File: src/rtl/alu_pkg.sv
// Shared encodings for the execute-stage issue front end: AluOp codes, RV32I opcodes,
// A-operand select and the decoded-instruction bundle.
package alu_pkg;

    localparam logic [3:0] ALU_ADD  = 4'b0000;
    localparam logic [3:0] ALU_SUB  = 4'b0001;
    localparam logic [3:0] ALU_SLL  = 4'b0010;
    localparam logic [3:0] ALU_SLT  = 4'b0100;
    localparam logic [3:0] ALU_SLTU = 4'b0110;
    localparam logic [3:0] ALU_XOR  = 4'b1000;
    localparam logic [3:0] ALU_SRL  = 4'b1010;
    localparam logic [3:0] ALU_SRA  = 4'b1011;
    localparam logic [3:0] ALU_OR   = 4'b1100;
    localparam logic [3:0] ALU_AND  = 4'b1110;

    localparam logic [6:0] OPC_OP     = 7'b0110011;
    localparam logic [6:0] OPC_OP_IMM = 7'b0010011;
    localparam logic [6:0] OPC_LOAD   = 7'b0000011;
    localparam logic [6:0] OPC_STORE  = 7'b0100011;
    localparam logic [6:0] OPC_LUI    = 7'b0110111;
    localparam logic [6:0] OPC_AUIPC  = 7'b0010111;
    localparam logic [6:0] OPC_JAL    = 7'b1101111;
    localparam logic [6:0] OPC_JALR   = 7'b1100111;
    localparam logic [6:0] OPC_BRANCH = 7'b1100011;

    typedef enum logic [1:0] {
        A_RS1  = 2'b00,
        A_PC   = 2'b01,
        A_ZERO = 2'b10
    } a_sel_t;

    typedef struct packed {
        logic [3:0]  alu_op;
        a_sel_t      a_sel;
        logic        b_sel;
        logic [31:0] imm;
        logic        illegal;
    } dec_t;

endpackage

File: src/rtl/alu_decode.sv
// Combinational RV32I decoder: instruction word to AluOp, operand selects,
// 32-bit sign-extended immediate and illegal flag.
module alu_decode
    import alu_pkg::*;
(
    input  logic [31:0] instr,
    output dec_t        dec
);

    logic [6:0]  opcode;
    logic [2:0]  funct3;
    logic [6:0]  funct7;
    logic [31:0] imm_i;
    logic [31:0] imm_s;
    logic [31:0] imm_b;
    logic [31:0] imm_u;
    logic [31:0] imm_j;
    logic [31:0] imm_shamt;
    logic        bad;
    dec_t        raw;

    assign opcode    = instr[6:0];
    assign funct3    = instr[14:12];
    assign funct7    = instr[31:25];
    assign imm_i     = {{20{instr[31]}}, instr[31:20]};
    assign imm_s     = {{20{instr[31]}}, instr[31:25], instr[11:7]};
    assign imm_b     = {{19{instr[31]}}, instr[31], instr[7], instr[30:25], instr[11:8], 1'b0};
    assign imm_u     = {instr[31:12], 12'h000};
    assign imm_j     = {{11{instr[31]}}, instr[31], instr[19:12], instr[20], instr[30:21], 1'b0};
    assign imm_shamt = {27'd0, instr[24:20]};

    always_comb begin
        raw       = '0;
        raw.a_sel = A_RS1;
        bad       = 1'b0;
        case (opcode)
            OPC_OP: begin
                raw.alu_op = {funct3, funct7[5]};
                if (funct7 == 7'b0100000)
                    bad = !((funct3 == 3'b000) || (funct3 == 3'b101));
                else if (funct7 != 7'b0000000)
                    bad = 1'b1;
            end
            OPC_OP_IMM: begin
                raw.b_sel = 1'b1;
                case (funct3)
                    3'b001: begin
                        raw.alu_op = ALU_SLL;
                        raw.imm    = imm_shamt;
                        bad        = (funct7 != 7'b0000000);
                    end
                    3'b101: begin
                        raw.alu_op = {funct3, funct7[5]};
                        raw.imm    = imm_shamt;
                        bad        = (funct7 != 7'b0000000) && (funct7 != 7'b0100000);
                    end
                    default: begin
                        raw.alu_op = {funct3, 1'b0};
                        raw.imm    = imm_i;
                    end
                endcase
            end
            OPC_LOAD: begin
                raw.alu_op = ALU_ADD;
                raw.b_sel  = 1'b1;
                raw.imm    = imm_i;
            end
            OPC_STORE: begin
                raw.alu_op = ALU_ADD;
                raw.b_sel  = 1'b1;
                raw.imm    = imm_s;
            end
            OPC_LUI: begin
                raw.alu_op = ALU_ADD;
                raw.a_sel  = A_ZERO;
                raw.b_sel  = 1'b1;
                raw.imm    = imm_u;
            end
            OPC_AUIPC: begin
                raw.alu_op = ALU_ADD;
                raw.a_sel  = A_PC;
                raw.b_sel  = 1'b1;
                raw.imm    = imm_u;
            end
            OPC_JAL: begin
                raw.alu_op = ALU_ADD;
                raw.a_sel  = A_PC;
                raw.b_sel  = 1'b1;
                raw.imm    = imm_j;
            end
            OPC_JALR: begin
                raw.alu_op = ALU_ADD;
                raw.b_sel  = 1'b1;
                raw.imm    = imm_i;
                bad        = (funct3 != 3'b000);
            end
            OPC_BRANCH: begin
                raw.imm = imm_b;
                case (funct3)
                    3'b000, 3'b001: raw.alu_op = ALU_SUB;
                    3'b100, 3'b101: raw.alu_op = ALU_SLT;
                    3'b110, 3'b111: raw.alu_op = ALU_SLTU;
                    default:        bad = 1'b1;
                endcase
            end
            default: bad = 1'b1;
        endcase
        if (instr[1:0] != 2'b11)
            bad = 1'b1;

        // Illegal bundles travel with neutral controls so the ALU sees a harmless ADD.
        if (bad) begin
            dec         = '0;
            dec.a_sel   = A_RS1;
            dec.illegal = 1'b1;
        end else begin
            dec = raw;
        end
    end

endmodule

File: src/rtl/alu_issue.sv
// Execute-stage issue front end: decodes an instruction and presents it through a
// registered output stage backed by a skid entry, keeping full throughput under backpressure.
module alu_issue
    import alu_pkg::*;
#(
    parameter int unsigned n = 32
) (
    input  logic         clock,
    input  logic         nReset,
    input  logic         InValid,
    output logic         InReady,
    input  logic [31:0]  Instr,
    input  logic [n-1:0] PcIn,
    output logic         OutValid,
    input  logic         OutReady,
    output logic [3:0]   AluOp,
    output logic [1:0]   ASel,
    output logic         BSel,
    output logic [n-1:0] Imm,
    output logic [n-1:0] PcOut,
    output logic         Illegal
);

    typedef struct packed {
        logic [3:0]   alu_op;
        logic [1:0]   a_sel;
        logic         b_sel;
        logic [n-1:0] imm;
        logic [n-1:0] pc;
        logic         illegal;
    } bundle_t;

    typedef enum logic [1:0] {
        EMPTY,
        ONE,
        TWO
    } state_t;

    dec_t    dec;
    bundle_t incoming;
    bundle_t main_q;
    bundle_t skid_q;
    state_t  state;
    logic    out_valid_q;
    logic    in_ready_q;
    logic    in_fire;
    logic    out_fire;

    alu_decode u_decode (
        .instr (Instr),
        .dec   (dec)
    );

    always_comb begin
        incoming         = '0;
        incoming.alu_op  = dec.alu_op;
        incoming.a_sel   = dec.a_sel;
        incoming.b_sel   = dec.b_sel;
        incoming.imm     = n'($signed(dec.imm));
        incoming.pc      = PcIn;
        incoming.illegal = dec.illegal;
    end

    assign in_fire  = InValid && in_ready_q;
    assign out_fire = out_valid_q && OutReady;

    // InReady is a flop tracking "skid empty", so OutReady never reaches it combinationally.
    always_ff @(posedge clock or negedge nReset) begin
        if (!nReset) begin
            state       <= EMPTY;
            main_q      <= '0;
            skid_q      <= '0;
            out_valid_q <= 1'b0;
            in_ready_q  <= 1'b1;
        end else begin
            case (state)
                EMPTY: begin
                    if (in_fire) begin
                        main_q      <= incoming;
                        out_valid_q <= 1'b1;
                        state       <= ONE;
                    end
                end
                ONE: begin
                    if (in_fire && out_fire) begin
                        main_q <= incoming;
                    end else if (in_fire) begin
                        skid_q     <= incoming;
                        in_ready_q <= 1'b0;
                        state      <= TWO;
                    end else if (out_fire) begin
                        out_valid_q <= 1'b0;
                        state       <= EMPTY;
                    end
                end
                TWO: begin
                    if (out_fire) begin
                        main_q     <= skid_q;
                        in_ready_q <= 1'b1;
                        state      <= ONE;
                    end
                end
                default: begin
                    state       <= EMPTY;
                    out_valid_q <= 1'b0;
                    in_ready_q  <= 1'b1;
                end
            endcase
        end
    end

    assign InReady  = in_ready_q;
    assign OutValid = out_valid_q;
    assign AluOp    = main_q.alu_op;
    assign ASel     = main_q.a_sel;
    assign BSel     = main_q.b_sel;
    assign Imm      = main_q.imm;
    assign PcOut    = main_q.pc;
    assign Illegal  = main_q.illegal;

endmodule

File: config.mk
export PLATFORM = sky130hd
export DESIGN_NAME = alu_issue
export DESIGN_NICKNAME = d
export VERILOG_FILES = /design/src/rtl/alu_pkg.sv /design/src/rtl/alu_decode.sv /design/src/rtl/alu_issue.sv
export SDC_FILE = /design/constraint.sdc
export NUM_CORES = 1
export LEC_CHECK = 0
export BUFFER_PORTS_ARGS = -buffer_cell sky130_fd_sc_hd__buf_2
export CAP_MARGIN = 20
export CORE_UTILIZATION = 54
export CTS_CLUSTER_DIAMETER = 60
export CTS_CLUSTER_SIZE = 28
export DETAILED_ROUTE_END_ITERATION = 10
export PLACE_DENSITY = 0.84
export SLEW_MARGIN = 20
export SYNTH_ARGS = -nofsm -noshare
export SYNTH_HDL_FRONTEND = slang
export SYNTH_SLANG_ARGS = --single-unit
File: constraint.sdc
create_clock -name clock -period 2.9 [get_ports clock]
set_clock_uncertainty 0.2 [all_clocks]
set_input_delay 0.29 -clock clock [delete_from_list [all_inputs] [get_ports clock]]
set_output_delay 0.29 -clock clock [all_outputs]
set_load 0.05 [all_outputs]
**Yosys cells after proc, flatten, opt, wreduce, memory -nomap -nowiden**

Cells that the tools add are included.

- Bits in registers: 148
- Bits of input ports: 68
- Logic and storage cells: 104

- Eq/ne operators: 27
- Muxes and demuxes: 33
- Bitwise logic cells: 3
- Reductions and logical operators: 26

Operators with widths:

| operator | count |
|---|---|
| $mux W72 | 3 |
| $pmux W72 S3 | 1 |
| $pmux W32 S6 | 1 |
| $mux W40 | 1 |
| $mux W32 | 1 |
| $eq A7 B6 Y1 const B | 4 |
| $eq A7 B7 Y1 const B | 3 |
| $ne A2 B2 Y1 const B | 8 |
| $eq A7 B5 Y1 const B | 2 |
| $reduce_or A2 Y1 | 7 |
| $eq A3 B3 Y1 const B | 4 |
| $mux W1 | 12 |
| $pmux W4 S3 | 1 |
| $reduce_and A4 Y1 | 3 |
| $mux W2 | 5 |
| $pmux W3 S3 | 1 |
| $pmux W4 S2 | 1 |
| $eq A7 B2 Y1 const B | 1 |
| $ne A7 B6 Y1 const B | 1 |
| $reduce_bool A7 Y1 | 1 |
| $reduce_or A7 Y1 | 1 |
| $pmux W1 S3 | 2 |
| $pmux W2 S3 | 1 |
| $reduce_bool A3 Y1 | 2 |
| 17 further kinds | 22 |

**Depth between registers and ports, before layout**

Gate-level depths: netlist (run 1).

- Depth after elaboration: 9
- Mapped depth: 8
- Depth with buffers taken out: 5

**By module**

A second synthesis (run 1) with hierarchy kept.

- Cell total of the unflattened synthesis: 552
- Area total of the unflattened synthesis: 7295.7 µm²

By module, submodules not included:

| module | times used | cells an instance | area an instance (µm²) |
|---|---|---|---|
| alu_issue | 1 | 406 | 6393.6 |
| alu_decode | 1 | 146 | 902.1 |

**Worst setup path before layout (run 1)**

OpenSTA, ideal clock, no wires.

- Kind: reg2reg
- From: register in_ready_q (netlist: InReady)
- To: register main_q (netlist bit PcOut[10])
- Setup time: 141 ps
- Arrival: 1978 ps
- Data required time: 2559 ps
- Setup slack: 581 ps
- Cell stages (with the launch flop): 7
- Buffers on the path: 3
- Clock period less this slack: 2319 ps
- Path through: dfstp_2 > and3b_1 > clkbuf_1 > o2bb2ai_1 > clkbuf_1 > clkbuf_1 > a31oi_1

- Cells in the longest elaborated chain, start to end: 4
- Elaborated cells between the ends (all ways): 5
- Classes of those cells: 2 x eq/ne; 3 x reduce/logical

RTL lines:

| item | RTL line | RTL |
|---|---|---|
| start: declaration | alu_issue.sv:45 | `logic in_ready_q;` |
| start signal: assignment | alu_issue.sv:74 | `in_ready_q <= 1'b1;` |
| start signal: assignment | alu_issue.sv:89 | `in_ready_q <= 1'b0;` |
| start signal: assignment | alu_issue.sv:99 | `in_ready_q <= 1'b1;` |
| $logic_and A1 B1 Y1 * | alu_issue.sv:64 | `assign in_fire = InValid && in_ready_q;` |
| $logic_and A1 B1 Y1 | alu_issue.sv:85 | `if (in_fire && out_fire) begin` |
| $ne A2 B2 Y1 (no source line) | - |  |
| $reduce_and A4 Y1 (no source line) * | - |  |
| end signal: assignment | alu_issue.sv:79 | `main_q <= incoming;` |
| end signal: assignment | alu_issue.sv:86 | `main_q <= incoming;` |
| end signal: assignment | alu_issue.sv:98 | `main_q <= skid_q;` |
| end: declaration | alu_issue.sv:41 | `bundle_t main_q;` |

Every way passes the cells marked *; elsewhere a longest branch is shown, timed or not.
A chain may end at the register's enable or synchronous reset.

**Worst setup path after layout (run 1)**

- From: input Instr[26]
- To: register main_q (netlist bit Imm[0])

- Cells in the longest elaborated chain, start to end: 8
- Elaborated cells between the ends (all ways): 13
- Classes of those cells: 2 x eq/ne; 9 x mux; 2 x reduce/logical

RTL lines:

| item | RTL line | RTL |
|---|---|---|
| start: declaration | alu_issue.sv:12 | `input logic [31:0] Instr,` |
| $ne A7 B6 Y1 or $reduce_bool A7 Y1 (tied branches) | alu_decode.sv:55, alu_decode.sv:41, alu_decode.sv:50 |  |
| $logic_and A1 B1 Y1 or $mux W1 (tied branches) | alu_decode.sv:55, alu_decode.sv:41 |  |
| $pmux W1 S2 or $mux W1 (tied branches) | alu_decode.sv:46, alu_decode.sv:39 |  |
| $pmux W1 S5 * | alu_decode.sv:36 | `case (opcode)` |
| $mux W1 * | alu_decode.sv:108 | `if (instr[1:0] != 2'b11)` |
| $mux W40 * | alu_decode.sv:112 | `if (bad) begin` |
| $mux W72 (on tied branches) | alu_issue.sv:85, alu_issue.sv:78 |  |
| $pmux W72 S3 * | alu_issue.sv:76 | `case (state)` |

Every way passes the cells marked *; elsewhere a longest branch is shown, timed or not. The select of a mux whose other input is x is not followed.

==> impl_results.md, run 1 <==
- Via density: 5.832
- Kind of critical path: in2reg
- WL final: a little under 20000 um
- Die width: about 110 um
- Max stage delay on crit path: roughly 0.57 ns
- GR Util All Layers: 0.3137
- Slew @ Worst Pin: 0.6490 ns
- Outcome: finished clean
- Starting Density: 0.5635
- Area delta synth->final: 29.22%
- TritonCTS Buffers: 17
- Number of flops mapped to enable cells by yosys: 0
- Most frequent cells after synthesis: nand2_1, dfrtp_1, a21oi_1
- ANT nets after route: 0
- Total clock sinks: 148
- Number of DRC markers in iteration 0: 632
- Count leader, synth: nand2_1
- Startpoint Class: input port
- Period utilisation layout: 0.9172
- Critical Path End Type: flop
- Syn Std Cell Area: 6882 sq um
- Largest net degree at the start of global routing: 58
- Fill cells: just over 900
- Max_slew headroom: 0.5627
- Final hold violations: 0
- FF+latch area: 3705 sq um
- Slowest cell on the critical path: or4_4
- First-pass GRT wire length: about 32000 um
- Port Buffers: ~140
- Final setup margin: between 0.2 and 0.25 ns
- DR vias: 6514
- Yosys reg bits: about 150
- Syn Nets: 834
- Post-synth top area cell: dfrtp_1
- I/O Pins: between 100 and 150
- Async set-reset flop share out of synthesis: 1.000
- Post-synth top area share: 0.5345
- VDD IR-drop max: roughly 0.39 mV
- Delay-heaviest family, CP: compound AO/OA/AOI/OAI gates
- FP Rows: 40
- Req. time, crit path: 3.00 ns
- Top_reg_cell synth: dfrtp_1
- Routed len/inst: 17.77 um
- Power per cell area: roughly 500 nW/um^2
- Critical-path maximum fanout: 7
- DRC viols: 0
- Hold crit path type: in2reg
- Fmax: approximately 380 MHz
- ANT cells: 0
- Vert. Die Dim: around 110 um
- Post-Syn Area per Cell: approximately 9 sq um
- Critical path cell sequence: dlygate4sd3_1 > buf_2 > or4_4 > a2111oi_4 > o22a_4 > nand3_1 > o21ai_0
- Vias in the first global route: roughly 6300
- Yosys cell types: 55
- Minimum clock period: between 2 and 3 ns
- DR pass1 iterations: 7
- Post-Place Setup Slack: 0.4778 ns
- Critical path data arrival time: 2.76 ns
- CTS Root Cell: clkbuf_16
- CTS max path bufs: 2
- RSZ-0062 raised after global routing: no
- Footprint of the multi-input gates: 2940 sq um
- Clock Latency Late Sink: approximately 0.42 ns
- Crit path buf inv count: 2
- Core area: approximately 12000 sq um
- Endpoints failing setup: 0
- Total die area: 13200 sq um
- Clock transition at path regs: around 0.06 ns
- Static Leakage: ~4.5 nW
- RePlAce Congestion: around 0.97
- Syn Inst Count: between 700 and 800
- Setup TNS: 0 ns
- H-Tree Depth: 4
- Initial antenna violation count: 0
- Cts-stage hold buffer count: 52
- Synth warn: 0
- Synth top area cells: dfrtp_1, nand2_1, a21oi_1, a31oi_1, nor2_1
- Overflow after GRT: 0
- DPL Wire Length: between 10000 and 15000 um
- Slew Viols, Final: 0
- Max_cap viols: 0
- Setup Buffers After CTS: 0
- Sequential area share after synthesis: 0.5384
- Fin nets: 1005
- Share of cells above drive strength 1: 0.2392
- Post-CTS Resized: 0
- CTS tree: done
==> worst register-to-register path, delay by kind of cell, from the launching register on <==
| family | cells | cell delay, ns |
|---|---|---|
| simple gates | 2 | 0.60 |
| flops | 1 | 0.51 |
| compound gates | 3 | 0.70 |
| buf+inv | 1 | 0.25 |
==> where the power goes <==
| part | switching [W] | internal [W] |
|---|---|---|
| clock network | 0.000831 | 0.00142 |
| registers | 0 | 0.00207 |
| logic | 0.000147 | 0.000108 |
==> metrics by stage <==
stage          power [W]  utilization  area [sq um]  cells  hold slack (ns)
6_report        0.004569       0.7282          8892   1117          0.03296
3_3_place_gp    0.002296       0.6362          7769   1034          0.06478
2_1_floorplan   0.002174            -          6882    766          -0.2056
3_5_place_dp    0.002298       0.6362          7769   1034          0.06500
5_1_grt         0.004702       0.7282          8892   1117          0.02595
4_1_cts         0.004573       0.7282          8892   1117          0.01391
==> logic make-up (layout without fill, tap and decap cells) <==
group,after synthesis,after routing,share of synthesized area
DFF,148,148,0.5384
muxes,2,2,0.003272
and+or+nand+nor,350,350,0.2265
xor gates and xnor gates,1,1,0.001273
buffers and inverters,62,245,0.04018
AOI/OAI and AO/OA,203,203,0.1904
==> flip-flops by register name, summed over array words and instances, names as in the netlist <==
name,count
skid_q,72
Imm,32
PcOut,32
AluOp,4
ASel,2
state,2
BSel,1
Illegal,1
InReady,1
OutValid,1
==> routing by layer <==
metal	vias up	wire length (um)	GRT usage
met5	-	0	0
met4	0	545	0.1584
met3	53	1668	0.07538
met2	324	9618	0.5165
met1	3149	8012	0.3878
li1	2988	-	-
==> cell usage in the layout, fill, tap and decap left out, types with 4 or more instances in the layout <==
cell type and instances:
inv_1 5, a21oi_1 61, dlygate4sd3_1 52, and2_1 4, a22o_1 6, o22ai_1 4
nand4_1 8, buf_12 5, o211ai_1 4, nor3_1 4, o21ai_0 30, clkbuf_16 17
a22oi_1 7, o21ai_2 20, buf_4 11, and3_1 23, buf_2 140, o31ai_1 8
dfrtp_1 147, nand3_1 12, a31oi_1 35, nand2_1 223, o21ai_1 11, nor2_1 48
==> final timing paths <==
kind,startpoint,end,slack [ns],cells after the start
max in group asynchronous,nReset,skid_q[47],1.58,3
hold / removal,Instr[5],skid_q[67],0.03,3
min in group asynchronous,nReset,PcOut[4],0.18,2
hold reg to reg,skid_q[54],skid_q[54],0.27,2
setup reg to reg,state[1],Imm[7],0.56,6
setup / recovery,Instr[26],Imm[0],0.24,7
==> area by class of cell <==
class	count	area share
clock buffer	23	0.05375
inverter	5	0.002111
sequential	148	0.4166
clock inverter	8	0.01407
timing repair buffer	209	0.1591
multi-input combinational	556	0.3307
tap	168	0.02364
No activity file was read; power rests on OpenSTA's default activity.
==> inputs of run 2 (changes only) <==
- CORE_UTILIZATION: 54 -> 30
- PLACE_DENSITY: 0.84 -> 0.54
- clock period: 2.9 -> 2.8 ns (I/O delays scaled with it)
==> impl_results.md, run 2 (synthesis results as in run 1) <==
- Outcome: finished clean
- Max_cap viols: 0 (unchanged)
- RePlAce Congestion: 0.8305 (-14%)
- DR vias: 6124 (-6.0%)
- Core area: 22570 sq um (+85%)
- R2R depth: 4 (-2)
- Minimum clock period: 2.605 ns
- Fmax: approximately 380 MHz
- Clock power share: 0.494 (+0.002)
- Slowest cell on the critical path: or4_4
- CTS tree: done
- Static Leakage: 4.476 nW (+0.33%)
- Die width: 153.5 um (+34%)
- CTS Root Cell: clkbuf_16
- Post-Place Setup Slack: 0.3579 ns (-0.1199 ns)
- Internal: 0.003659 W (+1.9%)
- Fin nets: 1007 (+0.20%)
- Worst hold path endpoint: skid_q[35]
- Max reg flops: 72 (unchanged)
- Critical Path End Type: flop
- Critical path cell sequence: dlygate4sd3_1 > buf_2 > or4_4 > a2111oi_4 > o22a_4 > nand4_4 > buf_4 > o21ai_2
- R2r setup slk: 0.53 ns (-0.03 ns)
- Area delta synth->final: 31.45%
- Initial antenna violation count: 0 (unchanged)
- DR pass1 iterations: 5 (-2)
- Endpoints failing setup: 0 (unchanged)
- Switch share: 0.2304 (+0.01627)
- RSZ-0062 raised after global routing: no
- Total die area: 23550 sq um (+78%)
- Largest net degree at the start of global routing: 67 (+16%)
- NetSw: 0.001095 W (+12%)
- Req. time, crit path: 2.94 ns (-0.06 ns)
- Slew Viols, Final: 0 (unchanged)
- Total clock sinks: 148 (unchanged)
- Worst reg2reg startpoint: state[1]
- ANT nets after route: 0 (unchanged)
- Port Buffers: 141 (unchanged)
- Critical-path maximum fanout: 19 (+12)
- Routed len/inst: 16.50 um (-7.1%)
- Seq pwr share: 0.450 (-0.002)
- Comb pwr share: 0.056 (about the same)
- Most frequent cells in the layout: nand2_1, dfrtp_1, buf_2
- Total power: 0.004754 W (+4.0%)
- Register bank with the most flops: skid_q
- Setup TNS: 0 ns (unchanged)
- Clock transition at path regs: 0.06 ns (about the same)
- Most common cell after layout, fill and taps aside: nand2_1
- Final setup margin: 0.1946 ns (-0.04560 ns)
- FP Rows: 55 (+38%)
- DRC viols: 0 (unchanged)
- Startpoint Class: input port
- DPL Wire Length: 13350 um (+12%)
- GR Util All Layers: 0.1777 (-0.1360)
- Hold crit path type: in2reg
- Worst hold path startpoint: Instr[9]
- Number of DRC markers in iteration 0: 425 (-33%)
- Kind of critical path: in2reg
- Final hold violations: 0 (unchanged)
- Period utilisation layout: 0.9305
- VDD IR-drop max: 0.3415 mV (-12%)
- Starting Density: 0.3049 (-0.2586)
- Post-Place Cells: 1157 (+12%)
- First-pass GRT wire length: 33040 um (+4.1%)
- Clock Latency Late Sink: 0.41 ns (about the same)
- Max stage delay on crit path: 0.57 ns (about the same)
- Via density: 4.955 (-15%)
- Share of cells above drive strength 1: 0.2482 (+0.008961)
- Power per cell area: 525.5 nW/um^2 (+2.3%)
- R2R Path End: skid_q[71]
- WL final: 20400 um (+2.8%)
- Vert. Die Dim: 153.5 um (+34%)
- H-Tree Depth: 4 (unchanged)
- TritonCTS Buffers: 17 (unchanged)
- CTS max path bufs: 2 (unchanged)
- Worst Hold Depth: 3 (unchanged)
- Overflow after GRT: 0 (unchanged)
- ANT cells: 0 (unchanged)
- Slew @ Worst Pin: 0.6488 ns (-0.0002069 ns)
- I/O Pins: 142 (unchanged)
- Max_slew headroom: 0.5674 (+0.004711)
- Vias in the first global route: 5837 (-7.8%)
- Critical path data arrival time: 2.75 ns (about the same)
- Hold Slack: 0.02095 ns (-0.01200 ns)
- Final Non-Filler Cells: 1236 (+11%)
run 2: cell count changes in the layout (fill, tap and decap cells not counted), sizes merged:
cell,change
inv,+3
dlygate4sd3,-4
buf,+6
clkinv,+2
clkbuf,-6
clkinvlp,+1
run 2: stage by stage:
step	util	area, sq um
after floorplan	-	6882
after global placement	0.3528	7964
after detailed placement	0.3528	7964
after CTS	0.4008	9046
after global routing	0.4008	9046
final	0.4008	9046
run 2: power groups by stage:
stage	clock [W]	combinational [W]	sequential, W
after floorplan	0	0.0000727	0.00218
after global placement	0	0.000218	0.00218
after detailed placement	0	0.000217	0.00218
after CTS	0.00241	0.000269	0.00214
after global routing	0.00250	0.000296	0.00214
final	0.00235	0.000267	0.00214
run 2: per-layer routing:
metal / vias to the layer above / routed length, um / track usage
met5: - / 0 / 0
met4: 0 / 146 / 0.03762
met3: 11 / 1034 / 0.03714
met2: 189 / 9283 / 0.2840
met1: 2933 / 9933 / 0.2473
li1: 2991 / - / -
run 2: worst max path at each step:
stage / startpoint / endpoint / slack (ns) / cells past startpoint
final: Instr[26] / skid_q[35] / 0.19 / 8
after global routing: Instr[26] / skid_q[35] / 0.11 / 8
after CTS: Instr[26] / skid_q[35] / 0.21 / 8
after detailed placement: Instr[26] / skid_q[35] / 0.36 / 7
after global placement: Instr[26] / skid_q[35] / 0.40 / 7
after floorplan: InReady / PcOut[10] / 0.48 / 6
run 2: area by class of cell:
class / instances / area (sq um)
Timing Repair Buffer: 211 / 1408
Fill cell: 2283 / 13530
Tap cell: 285 / 356.6
Clock buffer: 17 / 425.4
Inverter: 5 / 18.77
Clock inverter: 14 / 176.4
Sequential cell: 148 / 3705
Multi-Input combinational cell: 556 / 2957
run 2: repair_timing:
action | in CTS | in global routing
setup endpoints to repair | 0 | 0
gates resized for setup | 0 | 0
hold buffers | 48 | 0
setup buffers | 0 | 0
endpoints found under the hold margin | 133 | 0
run 2: worst max-delay path, delay by kind of cell:
family	cells	cell delay [ns]
AO/OA/AOI/OAI	3	0.71
AND/OR/NAND/NOR	2	0.73
buffers and inverters	3	1.00
